## src/rtl/twiddle_phase_gen_pkg.sv

```systemverilog
// twiddle_phase_gen_pkg: shared phase constants and twiddle index map
package twiddle_phase_gen_pkg;
  localparam int PHASE_W = 8;
  localparam logic [PHASE_W-1:0] QUARTER_TURN = 8'd64;
  // Phase index of the twiddle for position p once inside the difference window
  function automatic logic [PHASE_W-1:0] tw_idx(input logic [7:0] p, input int n_log2, input int stage);
    return 8'((int'(p) & ((1 << (n_log2 - stage - 1)) - 1)) << (stage + 8 - n_log2));
  endfunction
endpackage

```

## src/rtl/twiddle_phase_gen_if.sv

```systemverilog
// twiddle_phase_gen_if: sample handshake in, phase words out
interface twiddle_phase_gen_if;
  import twiddle_phase_gen_pkg::*;
  logic sync;
  logic in_valid;
  logic in_ready;
  logic out_valid;
  logic out_ready;
  logic [PHASE_W-1:0] phi_re;
  logic [PHASE_W-1:0] phi_im;
  logic twiddle_en;
  logic frame_last;
  modport master(output sync, in_valid, out_ready, input in_ready, out_valid, phi_re, phi_im, twiddle_en, frame_last);
  modport slave(input sync, in_valid, out_ready, output in_ready, out_valid, phi_re, phi_im, twiddle_en, frame_last);
endinterface

```

## src/rtl/twiddle_phase_gen.sv

```systemverilog
// twiddle_phase_gen: per-sample LUT phase words and twiddle window for one SDF stage
module twiddle_phase_gen #(
  parameter int N_LOG2 = 8,
  parameter int STAGE = 0,
  parameter int PHASE_W = 8
) (
  input logic clk,
  input logic rst,
  twiddle_phase_gen_if.slave bus
);
  import twiddle_phase_gen_pkg::QUARTER_TURN;
  import twiddle_phase_gen_pkg::tw_idx;
  logic [N_LOG2-1:0] cnt, p;
  logic [PHASE_W-1:0] idx;
  logic accept, w;
  assign bus.in_ready = !bus.out_valid || bus.out_ready;
  assign accept = bus.in_valid && bus.in_ready;
  assign p = bus.sync ? '0 : cnt;
  // Upper half of each stride-L block is the difference branch
  assign w = p[N_LOG2-1-STAGE];
  assign idx = tw_idx(8'(p), N_LOG2, STAGE);
  always_ff @(posedge clk or posedge rst)
    if (rst) begin
      cnt <= '0;
      bus.out_valid <= 1'b0;
      bus.phi_re <= QUARTER_TURN;
      bus.phi_im <= '0;
      bus.twiddle_en <= 1'b0;
      bus.frame_last <= 1'b0;
    end else begin
      bus.out_valid <= accept || (bus.out_valid && !bus.out_ready);
      if (accept) begin
        cnt <= p + 1'b1;
        bus.phi_re <= w ? idx + QUARTER_TURN : QUARTER_TURN;
        bus.phi_im <= w ? -idx : '0;
        bus.twiddle_en <= w;
        bus.frame_last <= &p;
      end
    end
endmodule

```

## src/flat_wrapper.sv

```systemverilog
// flat-port wrapper written by rule: the top's interface ports become plain ports
module twiddle_phase_gen_flat import twiddle_phase_gen_pkg::QUARTER_TURN; import twiddle_phase_gen_pkg::tw_idx;
#(
  parameter int N_LOG2 = 8,
  parameter int STAGE = 0,
  parameter int PHASE_W = 8
)
  (clk, rst, bus_sync, bus_in_valid, bus_out_ready, bus_in_ready, bus_out_valid, bus_phi_re, bus_phi_im, bus_twiddle_en, bus_frame_last);
  twiddle_phase_gen_if bus_i ();
  input logic clk;
  input logic rst;
  input wire logic [$bits(bus_i.sync)-1:0] bus_sync;
  input wire logic [$bits(bus_i.in_valid)-1:0] bus_in_valid;
  input wire logic [$bits(bus_i.out_ready)-1:0] bus_out_ready;
  output wire logic [$bits(bus_i.in_ready)-1:0] bus_in_ready;
  output wire logic [$bits(bus_i.out_valid)-1:0] bus_out_valid;
  output wire logic [$bits(bus_i.phi_re)-1:0] bus_phi_re;
  output wire logic [$bits(bus_i.phi_im)-1:0] bus_phi_im;
  output wire logic [$bits(bus_i.twiddle_en)-1:0] bus_twiddle_en;
  output wire logic [$bits(bus_i.frame_last)-1:0] bus_frame_last;
  assign bus_i.sync = bus_sync;
  assign bus_i.in_valid = bus_in_valid;
  assign bus_i.out_ready = bus_out_ready;
  assign bus_in_ready = bus_i.in_ready;
  assign bus_out_valid = bus_i.out_valid;
  assign bus_phi_re = bus_i.phi_re;
  assign bus_phi_im = bus_i.phi_im;
  assign bus_twiddle_en = bus_i.twiddle_en;
  assign bus_frame_last = bus_i.frame_last;
  twiddle_phase_gen #(.N_LOG2(N_LOG2), .STAGE(STAGE), .PHASE_W(PHASE_W)) u_core (.clk(clk), .rst(rst), .bus(bus_i));
endmodule
```

## config.mk

```make
export PLATFORM = sky130hd
export DESIGN_NAME = twiddle_phase_gen_flat
export DESIGN_NICKNAME = d
export VERILOG_FILES = /design/src/rtl/twiddle_phase_gen_pkg.sv /design/src/rtl/twiddle_phase_gen_if.sv /design/src/rtl/twiddle_phase_gen.sv /design/src/flat_wrapper.sv
export SDC_FILE = /design/constraint.sdc
export NUM_CORES = 1
export LEC_CHECK = 0
export CORE_ASPECT_RATIO = 0.6
export CORE_MARGIN = 8
export CORE_UTILIZATION = 30
export DETAILED_ROUTE_END_ITERATION = 6
export SLEW_MARGIN = 20
export SYNTH_ARGS = -nofsm -noshare
export SYNTH_HDL_FRONTEND = slang
export SYNTH_SLANG_ARGS = --single-unit
```

## constraint.sdc

```tcl
create_clock -name clk -period 4.3 [get_ports clk]
set_clock_uncertainty 0.05 [all_clocks]
set_input_delay 0.43 -clock clk [delete_from_list [all_inputs] [get_ports clk]]
set_output_delay 0.43 -clock clk [all_outputs]
set_load 0.03 [all_outputs]
```

; Word-level counts from Yosys, hierarchy flattened
; Cells that the tools add are included.
[op_classes]
addsub = 3
n_mux = 3
reduce_logical = 7
[op_table]
columns = op, n
row1 = two-way mux 8 bit, 3
row2 = adder 7 x 7 -> 8 bit (second input constant), 1
row3 = adder 8 x 1 -> 8 bit (second input constant), 1
row4 = negation 7 -> 8 bit, 1
row5 = AND reduction 8 bit, 1
row6 = logical AND 1 bit, 2
row7 = zero test 1 bit, 2
row8 = logical OR 1 bit, 2
[totals]
reg_bits = 27

; Logic depth before layout (Yosys ltp)
[depth]
ltp_word = 4
depth_mapped = 7

; Worst setup path after synthesis
; No wires, ideal clock.
[synth_path]
kind = input to register
from = input port bus_sync
to = register u_core.cnt[6]
setup_ps = 121
arrival_time_ps = 1533
t_required_ps = 4129
slack_ps = 2596
stages = 7
path_buffers = 1
path_cell_list = clkbuf_1 -> or2b_1 -> inv_1 -> ha_1 -> and4b_1 -> o21ai_1 -> a22o_1
[synth_via]
elab_chain_len = 2
[synth_rtl]
columns = item, line_no
row1 = from (decl), flat_wrapper.sv:12  ; input wire logic [$bits(bus_i.sync)-1:0] bus_sync;
row2 = two-way mux 8 bit, twiddle_phase_gen.sv:18  ; assign p = bus.sync ? '0 : cnt;
row3 = adder 8 x 1 -> 8 bit, twiddle_phase_gen.sv:33  ; cnt <= p + 1'b1;
row4 = to (signal assigned), twiddle_phase_gen.sv:33
row5 = to (decl), twiddle_phase_gen.sv:13  ; logic [N_LOG2-1:0] cnt, p;
; Every way passes these cells.
; A chain may end at the register's enable or synchronous reset.

; Worst setup path in the final report
[layout_path]
from = input port bus_out_ready
to = output port bus_in_ready
[layout_via]
elab_chain_len = 1
[layout_rtl]
columns = item, line_no
row1 = from (decl), flat_wrapper.sv:14  ; input wire logic [$bits(bus_i.out_ready)-1:0] bus_out_ready;
row2 = logical OR 1 bit, twiddle_phase_gen.sv:16  ; assign bus.in_ready = !bus.out_valid || bus.out_ready;
row3 = to (decl), flat_wrapper.sv:15  ; output wire logic [$bits(bus_i.in_ready)-1:0] bus_in_ready;
; Every way passes these cells.

==> reports/metrics.yaml <==
status: "finished, final reports clean"
cap_violations: 0
syn_area_sq_mm: 0.00126
total_leakage_power_nw: 0.686
grt_usage_pct: 9.03
final_nets: 140
fp.dieW_um: 99.5
start_util_pct: 30.8
drv_slew: 0
syn_nets: 121
total_power_w: 0.000681
irDropWorstVdd_v: 0.000180
cts_setup_buffers: 0
syn2layout_area_growth_pct: 23.3
grt_max_degree: 29
clockRootBuffer: "clkbuf_8"
synthCells: 114
synth.area.top_cells: "dfrtp_1 50%, a22o_1 10%, nand2_1 3.3%, buf_6 2.7%, dfstp_2 2.1%"
end_kind: "primary output"
synth_ff_type: "dfrtp_1"
yosys_register_bits: 26
drt_iter0_drc: 69
critPathKind: "input pin to primary output"
dp_hpwl_mm: 2.04
viasPerCell: 4.84
core_area_sq_mm: 0.00408
cts_tree: "built"
grt_pass1_wl_mm: 4.74
fp-row-count: 18
die_height_um: 66.1
vias: 930
ctsResizeCount: 0
clkLatencyLatePin_ns: 0.27
ys_seq_area_share_pct: 51.9
worstPathRequired_ns: 3.82
fin_util_pct: 38.0
path_max_fanout: 5
antennaDiodeCount: 0
h-tree-depth: 1
synthArstFlopShare_pct: 100
synth_edf_count: 0
arrival_ns: 1.77
dieArea_sq_mm: 0.00658
hold_viol_final: 0
period_needed_ns: 2.25
slew_headroom_pct: 36.8
fmax_ghz: 0.445
min_path_type: "flop to flop"
dr.pass1.iters: 4
clock-sinks: 26
finalCritPeriodShare_pct: 52.3
start_kind: "input pin"
syn-mean-instance-area_sq_um: 11.0
synthTopCellsByCount: "25 x dfrtp_1, 15 x a22o_1, 11 x nand2_1"
hold_buffers: 0
yosysMostFrequentCell: "dfrtp_1"
synth_cell_types: 39
tightest_slew_ns: 0.943
overflow: 0
wire_per_inst_um: 15.0
routed_wl_mm: 2.88
place_congestion: 0.825
rsz0062_at_grt: "no"
synth_top_area_cell: "dfrtp_1"
power_density_mw_per_mm2: 440
num_io_pins: 25
drive_above_1_share_pct: 6.82
grt_pass1_vias: 968
ant_nets: 0
clk_path_buf_depth: 2
drc: 0
ys_warn_count: 0
setup_viol: 0
clk_pin_slew_ns: 0.09
io_buffers: 24
grt_antenna_before_repair: 0
cts_buffers: 3
yosysTopAreaCellShare_pct: 49.8
fin_setup_tns_ns: 0
final cells by class:
| class | count | area, sq um |
|---|---|---|
| Timing Repair Buffer | 24 | 240 |
| Inverter | 3 | 11.3 |
| Sequential cell | 26 | 652 |
| Clock buffer | 4 | 55.1 |
| Fill cell | 402 | 2530 |
| Multi-Input combinational cell | 75 | 515 |
| Tap cell | 60 | 75.1 |
metal layers:
metal | share of wire (%) | global-route usage (%) | up-vias
met1 | 51 | 11.9 | 448
met4 | 0.14 | 0.936 | 0
met5 | 0 | 0 | -
li1 | - | - | 447
met2 | 42 | 13.4 | 33
met3 | 7.6 | 4.41 | 2
state kept, by name (all words and copies together), names as in the netlist:
name	flops
u_core.cnt	8
u_core.bus.phi_re	7
u_core.bus.twiddle_en	1
u_core.bus.phi_im	8
u_core.bus.frame_last	1
u_core.bus.out_valid	1
critical path, cell delays in order:
cell and delay, ns:
clkdlybuf4s50_1 0.44, nand2b_1 0.19, clkdlybuf4s50_1 0.71
final timing paths:
kind                                      startpoint                   end  slack, ns  cells after the start
worst max-delay path                   bus_out_ready          bus_in_ready       2.05                      3
worst min-delay path            u_core.bus.phi_im[1]  u_core.bus.phi_im[1]       0.44                      2
worst max register to register         u_core.cnt[1]         u_core.cnt[6]       2.59                      6
worst min register to register  u_core.bus.phi_im[1]  u_core.bus.phi_im[1]       0.44                      2
max in group asynchronous                        rst         u_core.cnt[3]       3.25                      2
min in group asynchronous                        rst  u_core.bus.phi_im[5]       0.51                      2
power by group:
group	total [W]	leakage (nW)	internal [W]	switching, W
clock	0.000157	0.0288	0.0000818	0.0000751
combinational	0.000204	0.314	0.0000936	0.000111
sequential	0.000320	0.343	0.000278	0.0000424
logic make-up after synthesis:
group           count (synthesis)  synth area share [%]
simple gates                   38                  17.3
fa+ha+maj                       2                  1.99
compound gates                 30                  18.2
buf+inv                        13                  7.07
xor+xnor                        5                  3.49
flops                          26                  51.9
through the flow:
step	hold WS (ns)	worst slack, ns	area (sq um)	cells
final	0.441	2.05	1550	192
after global placement	0.409	1.95	1490	188
after CTS	0.447	2.04	1550	192
after floorplan	0.419	2.60	1260	114
after global routing	0.465	1.98	1550	192
after detailed placement	0.421	1.83	1490	188
cells in the final DEF, fill, tap and decap left out, drive strengths merged, types with 3 or more instances in the layout:
cell type | Yosys | routed
and3 | 3 | 3
nor2b | 3 | 3
o21ai | 6 | 6
nand2 | 12 | 12
clkbuf | 3 | 4
xnor2 | 3 | 3
nand3 | 4 | 4
clkdlybuf4s50 | 0 | 24
dfrtp | 25 | 25
a22o | 15 | 15
nor3 | 3 | 3
Power figures use the tool's default switching activity.
==> RTL edit 1 (same settings) <==
`N_LOG2` is set to 8 in 2 places; all go to 10.
--- a/src/rtl/twiddle_phase_gen.sv
+++ b/src/rtl/twiddle_phase_gen.sv
@@ -2,3 +2,3 @@
 module twiddle_phase_gen #(
-  parameter int N_LOG2 = 8,
+  parameter int N_LOG2 = 10,
   parameter int STAGE = 0,
--- a/src/flat_wrapper.sv
+++ b/src/flat_wrapper.sv
@@ -3,3 +3,3 @@
 #(
-  parameter int N_LOG2 = 8,
+  parameter int N_LOG2 = 10,
   parameter int STAGE = 0,
Behaviour: no difference found for any inputs over 10 cycles, from zero or initial values and one cycle with rst high; that may be too few to reach the edited logic, so the function may still have changed.
==> RTL edit 1 against the unedited design <==
Area after synthesis is 34% lower; design area decreased by 41%; wire length fell by 40%; sequential share of layout area is 6.4 points lower; setup slack got worse by 0.092 ns; die area down 27%; sequential cell count shrank 13; critical path depth grew 4; global-route usage shrank 1.8 points; clock power down 30%; power is 55% lower; synthesized cell count decreased by 20%; count of clock-buffer cells in the layout stayed put; critical endpoint is now u_core.cnt[8]$_DFFE_PP0P_.
==> RTL edit 1: results (changes against the unedited design) <==
----------------------------------------------------
[Critical path]
  Crit Reg-Reg Startpoint ... u_core.cnt[0]$_DFFE_PP0P_ (was u_core.cnt[1]$_DFFE_PP0P_)
  FF-to-FF End ... u_core.cnt[8]$_DFFE_PP0P_ (was u_core.cnt[6]$_DFFE_PP0P_)
  Largest fanout on the critical path ... 18 (was 5)
  R2R setup slack ... 2.58 ns (was 2.59 ns)

[Global routing]
  Met3 track utilization from global routing ... 4.03% (was 4.41%)
  Global-route wire length before repair ... 2820 µm (was 4740 µm)
  Vias in the first global route ... 579 (was 968)
  Met2 Use GR ... 10.7% (was 13.4%)
  Met1 Use GR ... 9.23% (was 11.9%)
  Maximum number of pins on one net before global-route repair ... 19 (was 29)

[Drt]
  Total number of vias ... 596 (was 930)
  Met2 wire length ... 782 µm (was 1200 µm)
  Topmost layer with routed signal wires ... met3 (was met4)
  Total length of routed met3 wires ... 97 µm (was 219 µm)
  Number of violations reported at the end of detailed-routing iteration 0 ... 35 (was 69)

[Finish]
  Final instance count without filler cells ... 130 (was 192)
  Fillcell total ... 274 (was 402)
  Final core area utilization ... 35.4% (was 38.0%)
  Layout cells sized above 1 ... 7.14% (was 6.82%)

[Placement]
  IO buf count ... 8 (was 24)
  Setup Slack @ Placement ... 1.74 ns (was 1.83 ns)
  Area after DPL ... 866 µm² (was 1490 µm²)
  DP Wirelength ... 1280 µm (was 2040 µm)
  Gp weighted congestion ... 0.802 (was 0.825)

[Pwr]
  Maximum resistive drop on vdd ... 0.0895 mV (was 0.180 mV)
  Static power due to leakage ... 0.424 nW (was 0.686 nW)

[Timing]
  Min Hold Slack ... 0.432 ns (was 0.441 ns)

[Logic synthesis]
  Most instantiated cells after synthesis ... sky130_fd_sc_hd__buf_4, sky130_fd_sc_hd__dfrtp_1, sky130_fd_sc_hd__nand2_1, sky130_fd_sc_hd__o21ai_0, sky130_fd_sc_hd__nand3_1 (was sky130_fd_sc_hd__dfrtp_1, sky130_fd_sc_hd__a22o_1, sky130_fd_sc_hd__nand2_1, sky130_fd_sc_hd__o21ai_0, sky130_fd_sc_hd__nand3_1)
  Share of cell area taken by muxes after synthesis ... 1.20% (was 0%)
  Ranking of synthesized cells by area ... sky130_fd_sc_hd__dfrtp_1, sky130_fd_sc_hd__buf_4, sky130_fd_sc_hd__nand2_1 (was sky130_fd_sc_hd__dfrtp_1, sky130_fd_sc_hd__a22o_1, sky130_fd_sc_hd__nand2_1)
  Average cell area after synthesis ... 9.17 µm² (was 11.0 µm²)
  Yosys warns ... 0 (unchanged)
  Compound-Gate Fraction of Synth Area ... 12.7% (was 18.2%)
  Library cells used by synthesis ... 33 (was 39)
  Fraction of synthesized cell area in xor and xnor cells ... 0% (was 3.49%)

[Run status]
  Run status ... finished, final reports clean (unchanged)

[Clocking]
  Clock transition at the registers of the reported paths ... 0.06 ns (was 0.09 ns)
  Skew-Pair Late Insertion Delay ... 0.24 ns (was 0.27 ns)

----------------------------------------------------
[RTL edit 1: area by class of cell]
type / instances / area share (%)
Sequential cell: 13 / 35.7
Inverter: 1 / 0.412
Multi-Input combinational cell: 72 / 45.7
Timing Repair Buffer: 8 / 8.79
Tap cell: 32 / 4.40
Clock buffer: 4 / 4.95
[RTL edit 1: report_power, final]
| group | total [mW] | switching (mW) | internal [mW] |
|---|---|---|---|
| clock | 0.110 | 0.0447 | 0.0655 |
| combinational | 0.0547 | 0.0389 | 0.0158 |
| sequential | 0.140 | 0.00893 | 0.131 |
| total | 0.305 | 0.0925 | 0.212 |
[RTL edit 1: how the worst max path moves through the flow]
| stage | from | depth (start not counted) | slack (ns) | end |
|---|---|---|---|---|
| 6_report | bus_sync | 7 | 1.96 | u_core.cnt[8]$_DFFE_PP0P_ |
| 2_1_floorplan | bus_sync | 8 | 2.49 | u_core.cnt[8]$_DFFE_PP0P_ |
| 4_1_cts | bus_sync | 7 | 2.00 | u_core.cnt[8]$_DFFE_PP0P_ |
| 5_1_grt | bus_sync | 7 | 1.75 | u_core.cnt[8]$_DFFE_PP0P_ |
| 3_5_place_dp | bus_sync | 7 | 1.74 | u_core.cnt[8]$_DFFE_PP0P_ |
| 3_3_place_gp | bus_sync | 7 | 1.82 | u_core.cnt[8]$_DFFE_PP0P_ |
[RTL edit 1: critical path, stage by stage]
cell	delay (ns)
sky130_fd_sc_hd__clkdlybuf4s50_1	0.71
sky130_fd_sc_hd__nor2b_1	0.29
sky130_fd_sc_hd__ha_1	0.25
sky130_fd_sc_hd__nand2_1	0.12
sky130_fd_sc_hd__nor4_2	0.28
sky130_fd_sc_hd__o21ai_0	0.13
sky130_fd_sc_hd__a22o_1	0.20
==> RTL edit 2 (config.mk and constraints unchanged) <==
Without the edit above. Reset style: synchronous (`rst`), changed in one clocked block.
--- a/src/rtl/twiddle_phase_gen.sv
+++ b/src/rtl/twiddle_phase_gen.sv
@@ -21,3 +21,3 @@
   assign idx = tw_idx(8'(p), N_LOG2, STAGE);
-  always_ff @(posedge clk or posedge rst)
+  always_ff @(posedge clk)
     if (rst) begin
Function: differs if rst is asserted again (counterexample within 4 cycles, from zero or initial values and one cycle with rst high); with rst held inactive, the same outputs for 10 cycles.
==> RTL edit 2 against the unedited design <==
Sequential cell count did not move; setup slack worse by 0.086 ns; wire length is 1.9% higher; design area fell by 5.4%; die area fell by 3.4%; via count is 19% higher; area after synthesis shrank 4.3%.
Power is not compared: it rests on default switching activity, and its combinational part moved more than twofold at a synthesized area within 25%.
==> RTL edit 2: results (changes against the unedited design) <==
----------------------------------------------------
[Critical path]
  Largest fanout on the critical path ... 30 (was 5)
  First element of the critical path ... bus_out_ready (unchanged)
  R2R setup slack ... 2.28 ns (was 2.59 ns)
  Crit path capture type ... flip-flop (was output port)
  Crit Reg-Reg Startpoint ... u_core.bus.out_valid$_SDFF_PP0_ (was u_core.cnt[1]$_DFFE_PP0P_)
  Depth of the worst register-to-register path ... 4 (was 6)
  FF-to-FF End ... u_core.cnt[6]$_SDFFE_PP0P_ (was u_core.cnt[6]$_DFFE_PP0P_)

[Global routing]
  Maximum number of pins on one net before global-route repair ... 31 (was 29)
  Global-route usage over all layers ... 9.70% (was 9.03%)
  Global-route wire length before repair ... 5120 µm (was 4740 µm)
  Initial antenna violation count ... 0 (unchanged)
  Vias in the first global route ... 1090 (was 968)

[Drt]
  Number of violations reported at the end of detailed-routing iteration 0 ... 59 (was 69)
  Number of vias per cell ... 5.37 (was 4.84)
  Routed length per instance ... 14.2 µm (was 15.0 µm)

[Timing]
  Headroom to the max-slew limit ... 38.4% (was 36.8%)

[Placement]
  DP Wirelength ... 2160 µm (was 2040 µm)
  Area after DPL ... 1420 µm² (was 1490 µm²)
  Gp weighted congestion ... 0.811 (was 0.825)
  IO buf count ... 24 (unchanged)

[Run status]
  Run status ... finished, final reports clean (unchanged)

[Logic synthesis]
  Sequential area share after synthesis ... 43.3% (was 51.9%)
  Library cells used by synthesis ... 33 (was 39)
  Total nets after synthesis ... 153 (was 121)
  Dominant synthesized flop cell ... sky130_fd_sc_hd__dfxtp_1 (was sky130_fd_sc_hd__dfrtp_1)
  Most instantiated cells after synthesis ... sky130_fd_sc_hd__dfxtp_1, sky130_fd_sc_hd__nand2_1, sky130_fd_sc_hd__a21oi_1, sky130_fd_sc_hd__nand3_1, sky130_fd_sc_hd__nor2_1 (was sky130_fd_sc_hd__dfrtp_1, sky130_fd_sc_hd__a22o_1, sky130_fd_sc_hd__nand2_1, sky130_fd_sc_hd__o21ai_0, sky130_fd_sc_hd__nand3_1)
  Area share of the largest cell type after synthesis ... 43.3% (was 49.8%)
  Ranking of synthesized cells by area ... sky130_fd_sc_hd__dfxtp_1, sky130_fd_sc_hd__a21oi_1, sky130_fd_sc_hd__nand2_1 (was sky130_fd_sc_hd__dfrtp_1, sky130_fd_sc_hd__a22o_1, sky130_fd_sc_hd__nand2_1)
  Synth async-reset ratio ... 0% (was 100%)

[Pwr]
  Switching part of the total ... around a quarter
  Maximum resistive drop on vdd ... 0.145 mV
  Static power due to leakage ... 0.499 nW

[Min path]
  Hold Crit Start ... u_core.bus.phi_re[4]$_SDFFE_PP0P_ (was u_core.bus.phi_im[1]$_DFFE_PP0P_)
  Classification of the worst-slack hold path ... flip-flop to flip-flop (unchanged)

[Clocking]
  Post-cts repair resize count ... 0 (unchanged)
  Clock buffer count from CTS ... 3 (unchanged)

[Finish]
  Largest registers ranked by flip-flop count ... u_core.bus.phi_im (8), u_core.cnt (8), u_core.bus.phi_re (7) (unchanged)
  Nets@finish ... 168 (was 140)
  Layout cells sized above 1 ... 2.50% (was 6.82%)

----------------------------------------------------
==> RTL edit 2: worst max-delay path, cell delays in order <==
cell and delay, ns:
sky130_fd_sc_hd__clkdlybuf4s50_1 0.44, sky130_fd_sc_hd__nand2b_1 0.17, sky130_fd_sc_hd__nand2_1 0.56, sky130_fd_sc_hd__or4_1 0.69, sky130_fd_sc_hd__a31oi_1 0.17
==> RTL edit 2: power groups by stage <==
stage | Combinational [mW] | Sequential (mW) | Clock (mW)
after global placement | 0.0358 | 0.250 | 0
after CTS | 0.0373 | 0.245 | 0.141
after global routing | 0.0410 | 0.245 | 0.155
after floorplan | 0.0255 | 0.251 | 0
final | 0.0370 | 0.245 | 0.136
after detailed placement | 0.0371 | 0.250 | 0
==> RTL edit 2: routing by layer <==
layer	vias to the layer above	wire length [µm]	track usage [%]
met3	2	216	4.47
met5	-	0	0
met4	0	12	1.93
met1	544	1400	12.4
li1	539	-	-
met2	26	1310	14.6
==> RTL edit 2: final cells by class <==
class | instances | area (µm²)
Clock buffer | 3 | 41.3
Fill cell | 378 | 2300
Inverter | 2 | 7.51
Multi-Input combinational cell | 105 | 597
Sequential cell | 26 | 520
Tap cell | 47 | 58.8
Timing Repair Buffer | 24 | 240
==> RTL edit 2: logic make-up (layout without fill, tap and decap cells) <==
logic type	after synthesis	in the layout	share of synthesized area, %
DFF	26	26	43.3
AOI/OAI and AO/OA	33	33	16.6
and+or+nand+nor	67	67	28.9
muxes	1	1	0.832
adders and majority gates	1	1	1.04
buffers and inverters	16	29	7.08
xor gates and xnor gates	3	3	2.19
==> RTL edit 2: worst min-delay path by stage <==
stage,end,slack [ns]
global route,u_core.bus.phi_re[1]$_SDFFE_PP0P_,0.44
finish,u_core.bus.phi_re[4]$_SDFFE_PP0P_,0.41
CTS,u_core.bus.phi_re[4]$_SDFFE_PP0P_,0.41
floorplan,u_core.cnt[7]$_SDFFE_PP0P_,0.40
detailed placement,u_core.bus.phi_re[4]$_SDFFE_PP0P_,0.40
global placement,u_core.bus.phi_re[3]$_SDFFE_PP0P_,0.40
==> RTL edit 2: stage by stage <==
stage	hold slack, ns	instances	setup WS, ns	utilization (%)
floorplan	0.400	147	2.55	-
global placement	0.397	204	1.78	37.8
detailed placement	0.395	204	1.67	37.8
CTS	0.408	207	1.95	38.9
global route	0.435	207	1.76	38.9
finish	0.406	207	1.97	38.9
